File: config.mk
export PLATFORM = sky130hd
export DESIGN_NAME = snake_body_engine
export DESIGN_NICKNAME = d
export VERILOG_FILES = /design/src/rtl/snake_body_engine.sv
export SDC_FILE = /design/constraint.sdc
export NUM_CORES = 2
export LEC_CHECK = 0
export ABC_CLOCK_PERIOD_IN_PS = 56800
export CAP_MARGIN = 10
export CORE_ASPECT_RATIO = 1.2
export CORE_UTILIZATION = 45
export CTS_CLUSTER_DIAMETER = 100
export DETAILED_ROUTE_END_ITERATION = 7
export PLACE_DENSITY_LB_ADDON = 0.12
export REMOVE_ABC_BUFFERS = 1
export SETUP_SLACK_MARGIN = 0.02
export SYNTH_ARGS = -nofsm -noshare
export SYNTH_HDL_FRONTEND = slang
export SYNTH_SLANG_ARGS = --single-unit
File: constraint.sdc
create_clock -name Clk -period 56.8 [get_ports Clk]
set_input_delay 14.2 -clock Clk [delete_from_list [all_inputs] [get_ports Clk]]
set_output_delay 14.2 -clock Clk [all_outputs]
set_load 0.01 [all_outputs]
File: src/rtl/snake_body_engine.sv
// Snake game body engine: circular body buffer, occupancy bitmap, move/grow/collide
// sequencing and the IDLE/RUN/LOSE/WIN game state.
module snake_body_engine #(
    parameter int GRID_W   = 16,
    parameter int GRID_H   = 16,
    parameter int MAX_LEN  = 64,
    parameter int INIT_LEN = 3,
    parameter int XW       = 4,
    parameter int YW       = 4,
    parameter int LW       = 7
) (
    input  logic                     Clk,
    input  logic                     Reset,
    input  logic                     Start,
    input  logic                     Step,
    input  logic                     Dir_Valid,
    input  logic [1:0]               Dir_In,
    input  logic [XW-1:0]            Apple_X,
    input  logic [YW-1:0]            Apple_Y,
    output logic [XW-1:0]            Head_X,
    output logic [YW-1:0]            Head_Y,
    output logic [XW-1:0]            Tail_X,
    output logic [YW-1:0]            Tail_Y,
    output logic [LW-1:0]            Length,
    output logic [GRID_W*GRID_H-1:0] Occ_Map,
    output logic                     Ate,
    output logic                     Running,
    output logic                     Dead,
    output logic                     Win
);
    localparam int CELLS = GRID_W * GRID_H;
    localparam int IW    = $clog2(CELLS);
    localparam int PW    = $clog2(MAX_LEN);
    localparam logic [XW-1:0] HX = XW'(GRID_W / 2);
    localparam logic [YW-1:0] HY = YW'(GRID_H / 2);
    localparam logic [YW-1:0] TY = YW'(GRID_H / 2 - INIT_LEN + 1);
    localparam logic [1:0] D_UP = 2'd0, D_DN = 2'd1, D_LF = 2'd2, D_RT = 2'd3;

    function automatic logic [CELLS-1:0] init_occ();
        logic [CELLS-1:0] m;
        m = '0;
        for (int i = 0; i < INIT_LEN; i++)
            m = m | (CELLS'(1) << ((GRID_W / 2) * GRID_H + GRID_H / 2 - i));
        return m;
    endfunction

    function automatic logic [PW-1:0] ptr_inc(input logic [PW-1:0] p);
        return (p == PW'(MAX_LEN - 1)) ? '0 : p + PW'(1);
    endfunction

    localparam logic [CELLS-1:0] OCC_INIT = init_occ();

    typedef enum logic [1:0] {S_IDLE, S_RUN, S_LOSE, S_WIN} state_t;
    state_t r_state, w_state_nxt;

    logic [XW-1:0]    r_body_x [MAX_LEN];
    logic [YW-1:0]    r_body_y [MAX_LEN];
    logic [PW-1:0]    r_hd_ptr, r_tl_ptr;
    logic [XW-1:0]    r_head_x, r_tail_x;
    logic [YW-1:0]    r_head_y, r_tail_y;
    logic [LW-1:0]    r_len;
    logic [CELLS-1:0] r_occ;
    logic [1:0]       r_cur_dir, r_pend_dir;
    logic             r_ate;

    logic             w_init, w_do_step, w_dir_ok, w_wall, w_hit, w_at_tail;
    logic             w_grow, w_collide, w_full;
    logic [1:0]       w_dir;
    logic [XW-1:0]    w_nx;
    logic [YW-1:0]    w_ny;
    logic [IW-1:0]    w_nidx, w_tidx;
    logic [CELLS-1:0] w_head_bit, w_tail_bit;
    logic [PW-1:0]    w_hd_nxt, w_tl_nxt;

    assign w_init    = Start && (r_state != S_RUN);
    assign w_do_step = Step && !Start && (r_state == S_RUN);
    // A direction equal to the reverse of the current heading is dropped.
    assign w_dir_ok  = Dir_Valid && (Dir_In != {r_cur_dir[1], ~r_cur_dir[0]});
    assign w_dir     = w_dir_ok ? Dir_In : r_pend_dir;

    always_comb begin
        w_nx   = r_head_x;
        w_ny   = r_head_y;
        w_wall = 1'b0;
        case (w_dir)
            D_UP: begin w_wall = (r_head_y == YW'(GRID_H - 1)); w_ny = r_head_y + YW'(1); end
            D_DN: begin w_wall = (r_head_y == '0);               w_ny = r_head_y - YW'(1); end
            D_LF: begin w_wall = (r_head_x == '0);               w_nx = r_head_x - XW'(1); end
            default: begin w_wall = (r_head_x == XW'(GRID_W - 1)); w_nx = r_head_x + XW'(1); end
        endcase
    end

    assign w_nidx     = IW'(int'(w_nx) * GRID_H + int'(w_ny));
    assign w_tidx     = IW'(int'(r_tail_x) * GRID_H + int'(r_tail_y));
    assign w_head_bit = CELLS'(1) << w_nidx;
    assign w_tail_bit = CELLS'(1) << w_tidx;
    assign w_hit      = r_occ[w_nidx];
    assign w_at_tail  = (w_nx == r_tail_x) && (w_ny == r_tail_y);
    assign w_grow     = (w_nx == Apple_X) && (w_ny == Apple_Y);
    // Entering the tail cell is legal only when the tail is about to move away.
    assign w_collide  = w_wall || (w_hit && !(w_at_tail && !w_grow));
    assign w_full     = (int'(r_len) + 1 == MAX_LEN) || (int'(r_len) + 1 == CELLS);
    assign w_hd_nxt   = ptr_inc(r_hd_ptr);
    assign w_tl_nxt   = ptr_inc(r_tl_ptr);

    always_ff @(posedge Clk or posedge Reset) begin
        if (Reset) r_state <= S_IDLE;
        else       r_state <= w_state_nxt;
    end

    always_comb begin
        w_state_nxt = r_state;
        case (r_state)
            S_RUN: begin
                if (w_do_step && w_collide)             w_state_nxt = S_LOSE;
                else if (w_do_step && w_grow && w_full) w_state_nxt = S_WIN;
            end
            default: if (Start) w_state_nxt = S_RUN;
        endcase
    end

    always_ff @(posedge Clk or posedge Reset) begin
        if (Reset) begin
            for (int i = 0; i < MAX_LEN; i++) begin
                r_body_x[PW'(i)] <= (i < INIT_LEN) ? HX : '0;
                r_body_y[PW'(i)] <= (i < INIT_LEN) ? YW'(GRID_H / 2 - INIT_LEN + 1 + i) : '0;
            end
            r_hd_ptr   <= PW'(INIT_LEN - 1);
            r_tl_ptr   <= '0;
            r_head_x   <= HX;
            r_head_y   <= HY;
            r_tail_x   <= HX;
            r_tail_y   <= TY;
            r_len      <= LW'(INIT_LEN);
            r_occ      <= OCC_INIT;
            r_cur_dir  <= D_UP;
            r_pend_dir <= D_UP;
            r_ate      <= 1'b0;
        end else begin
            r_ate <= 1'b0;
            if (w_init) begin
                for (int i = 0; i < MAX_LEN; i++) begin
                    r_body_x[PW'(i)] <= (i < INIT_LEN) ? HX : '0;
                    r_body_y[PW'(i)] <= (i < INIT_LEN) ? YW'(GRID_H / 2 - INIT_LEN + 1 + i) : '0;
                end
                r_hd_ptr   <= PW'(INIT_LEN - 1);
                r_tl_ptr   <= '0;
                r_head_x   <= HX;
                r_head_y   <= HY;
                r_tail_x   <= HX;
                r_tail_y   <= TY;
                r_len      <= LW'(INIT_LEN);
                r_occ      <= OCC_INIT;
                r_cur_dir  <= D_UP;
                r_pend_dir <= D_UP;
            end else if (r_state == S_RUN) begin
                if (w_dir_ok) r_pend_dir <= Dir_In;
                if (w_do_step && !w_collide) begin
                    r_cur_dir          <= w_dir;
                    r_pend_dir         <= w_dir;
                    r_hd_ptr           <= w_hd_nxt;
                    r_body_x[w_hd_nxt] <= w_nx;
                    r_body_y[w_hd_nxt] <= w_ny;
                    r_head_x           <= w_nx;
                    r_head_y           <= w_ny;
                    if (w_grow) begin
                        r_len <= r_len + LW'(1);
                        r_occ <= r_occ | w_head_bit;
                        r_ate <= 1'b1;
                    end else begin
                        r_tl_ptr <= w_tl_nxt;
                        r_tail_x <= r_body_x[w_tl_nxt];
                        r_tail_y <= r_body_y[w_tl_nxt];
                        // Clear before set so a head landing on the old tail stays marked.
                        r_occ    <= (r_occ & ~w_tail_bit) | w_head_bit;
                    end
                end
            end
        end
    end

    assign Head_X  = r_head_x;
    assign Head_Y  = r_head_y;
    assign Tail_X  = r_tail_x;
    assign Tail_Y  = r_tail_y;
    assign Length  = r_len;
    assign Occ_Map = r_occ;
    assign Ate     = r_ate;
    assign Running = (r_state == S_RUN);
    assign Dead    = (r_state == S_LOSE);
    assign Win     = (r_state == S_WIN);
endmodule

==> run_results.csv <==
group,metric,value,unit
placement,postPlaceCellArea,0.04392,mm²
pwr,p_seq_share,29.1,%
finish,drive_gt1_share,15.42,%
finish,fin_nets,3424,
worst_setup_path,max_stage_delay,910,ps
grt,grt_use_total,33.73,%
synthesis,post_synth_most_frequent_cells,"dfrtp_1 (534), nand2_1 (441), mux2i_1 (282)",
grt,grt_overflow,0,
run,drv_cap,0,
routing,post-route-drc-count,0,
synthesis,ys_warn_count,0,
grt,grt_pass1_wl,221200,µm
synthesis,synthMostInstantiatedCell,"dfrtp_1",
die,io_pins,298,
worst_setup_path,path_delay_family,"compound AO/OA/AOI/OAI gates",
clock_tree,numCtsBuffers,86,
clock_tree,clock_latency,670,ps
synthesis,synthArstFlopShare,68.40,%
synthesis,synth_seq_cells,810,
sta,slew_violations,0,
grt,grt_max_degree,193,
clock_tree,cts_resized,0,
routing,drt-pass1-iter-count,5,
clock_tree,clkTransAtPathRegs,60,ps
routing,vias_per_cell,6.797,
clock_tree,htree_levels,3,
clock_tree,hold_buffers,0,
hold_path,hp-class,"flop to flop",
sta,grt_setup_unrepaired,"no",
synthesis,synth_edf_count,256,
clock_tree,post_cts_buffers,0,
clock_tree,cts.sinks,810,
worst_setup_path,worst_setup_path_end_kind,"flop",
die,core_area,0.08785,mm²
synthesis,synth_top_area_cell,"dfrtp_1",
die,initial_utilization,45.46,%
worst_setup_path,crit_buf_inv,6,
synthesis,ys.flop_type,"dfrtp_1",
pwr,p_per_area,53.68,mW/mm²
sta,max_slew_margin,12.48,%
routing,via_count,31402,
clock_tree,cts-root-buf,"clkbuf_16",
grt,grt_pass1_vias,31848,
routing,antenna_left,0,
sta,fin_skew,37.14,ps
synthesis,synth_seq_area_share,54.03,%
pwr,p_int,1.323,mW
die,dieArea,0.08994,mm²
worst_setup_path,crit_type,"primary input to flop",
worst_setup_path,crit_required,57070,ps
pwr,swShare,47.47,%
routing,wl_per_cell,32.88,µm
synthesis,synthTopCellsByArea,"dfrtp_1 (33%), edfxtp_1 (19%), mux4_2 (12%)",
die,die_y,328.3,µm
worst_setup_path,crit_chain,"clkdlybuf4s50_1 -> inv_1 -> o21ai_0 -> o21ai_0 -> a21oi_1 -> inv_1 -> ha_1 -> o21ai_0 -> nand2_4 -> inv_6 -> buf_4 -> mux4_2 -> nand2_1 -> a21oi_1 -> a2111oi_0 -> a2111oi_1 -> a211oi_4 -> or2_2 -> buf_4 -> nand3_1 -> nor3_1",
sta,hold_viol,0,
worst_setup_path,crit_path_max_fanout,63,
placement,hpwlAfterDp,97820,µm
worst_setup_path,cp_slowest_cell,"nor3_1",
placement,gp_congestion,0.9571,
synthesis,postSynthAreaPerCell,12.41,µm²
worst_setup_path,cp.arrival,22840,ps
placement,portBuffers,297,
die,row_count,119,
sta,final.setup.tns,0,ps
die,die_w,273.9,µm
clock_tree,cts.path.max_buffers,3,
sta,layout_min_cycle_time,22570,ps
sta,worst_slew_pin_slew,1310,ps
sta,max_freq,44.31,MHz
pwr,leakagePower,17.67,nW
grt,antenna_found_initial,3,
sta,setup_viol,0,
pwr,share_clk_of_total_power,23.7,%
worst_setup_path,cp_common_cell,"o21ai_0",
routing,wl,151900,µm
routing,drt-initial-drc-count,3918,
synthesis,syn_area,0.03993,mm²
synthesis,synth_top_area_share,33.46,%
finish,syn2layout_area_growth,17.45,%
clock_tree,cts_tree,"yes",
pwr,comb_power_share,47.3,%
pwr,net-switching-power,1.195,mW
finish,fin_area,0.04690,mm²
outcome,status,"completed",
pwr,peakVddDrop,0.0001176,V
finish,fin_util,53.39,%
synthesis,ys_types,81,
sta,fin_crit_sh,39.74,%
synthesis,syn_inst,3217,
worst_setup_path,start_kind,"primary input",
tightest hold or removal path: stages (launching register included):
cell and delay, ps:
dfrtp_1 370, nand2_1 60, mux2i_1 50
stage by stage:
step / power [mW] / setup WS, ps / hold WS, ps / cells
after floorplan: 1.368 / 27050 / 480.9 / 2923
after global placement: 1.881 / 33920 / 506.1 / 4452
after detailed placement: 1.896 / 33720 / 512.0 / 4452
after CTS: 2.490 / 34370 / 521.8 / 4612
after global routing: 2.577 / 33620 / 539.7 / 4619
final: 2.518 / 34230 / 519.1 / 4620
registers in the layout, summed over array words and instances, names as in the netlist, 4 cells and up:
register / flops
r_tl_ptr: 6
Head_X: 4
Head_Y: 4
Tail_Y: 4
r_body_x: 256
r_body_y: 256
Occ_Map: 256
r_hd_ptr: 6
Tail_X: 4
Length: 7
cell type report:
type | instances | area (µm²)
antenna | 1 | 2.502
sequential | 810 | 21580
fill | 7393 | 40950
multi-input combinational | 2090 | 17170
clock buffer | 109 | 2338
tap | 1149 | 1438
clock inverter | 51 | 605.6
inverter | 23 | 101.3
timing repair buffer | 387 | 3671
final timing paths:
check | start | to | slack [ps] | cells after the start
setup / recovery | Dir_Valid | r_body_x[41] | 34230 | 21
hold / removal | r_body_y[245] | r_body_y[245] | 520 | 2
setup reg to reg | r_cur_dir[1] | r_body_x[41] | 47870 | 19
hold reg to reg | r_body_y[245] | r_body_y[245] | 520 | 2
max in group asynchronous | Reset | r_hd_ptr[5] | 40090 | 5
min in group asynchronous | Reset | r_tl_ptr[3] | 14200 | 3
routing by layer:
metal,part of all wire [%],global-route usage (%)
met1,37,42.30
met2,47,54.05
met3,9.0,7.278
met4,6.4,19.31
met5,0.0086,0
cells by family after synthesis:
| group | count (synthesis) | share of synthesized area (%) |
|---|---|---|
| xor+xnor | 32 | 0.7019 |
| simple gates | 849 | 10.50 |
| compound gates | 702 | 12.09 |
| flops | 810 | 54.03 |
| fa+ha+maj | 11 | 0.3447 |
| buf+inv | 317 | 3.412 |
| mux | 496 | 18.92 |
power by group through the flow:
stage	clock, mW	sequential [mW]	combinational, mW
2_1_floorplan	0	0.737	0.631
3_3_place_gp	0	0.739	1.14
3_5_place_dp	0	0.740	1.16
4_1_cts	0.602	0.730	1.16
5_1_grt	0.625	0.735	1.22
6_report	0.596	0.732	1.19
cells in the final DEF (no fill, tap or decap), types with 50 or more instances in the layout:
cell	netlist	layout
dfrtp_1	534	533
nand2_1	441	439
clkdlybuf4s50_1	0	297
mux2i_1	282	281
edfxtp_1	256	256
o21ai_0	212	211
mux4_2	206	206
o211ai_1	138	138
o311ai_0	108	108
nand3_1	107	107
nor2_1	98	95
clkbuf_16	0	86
buf_4	8	81
nor3_1	53	53
o31ai_1	51	50
Note: power is estimated with default switching activity, not from simulation.
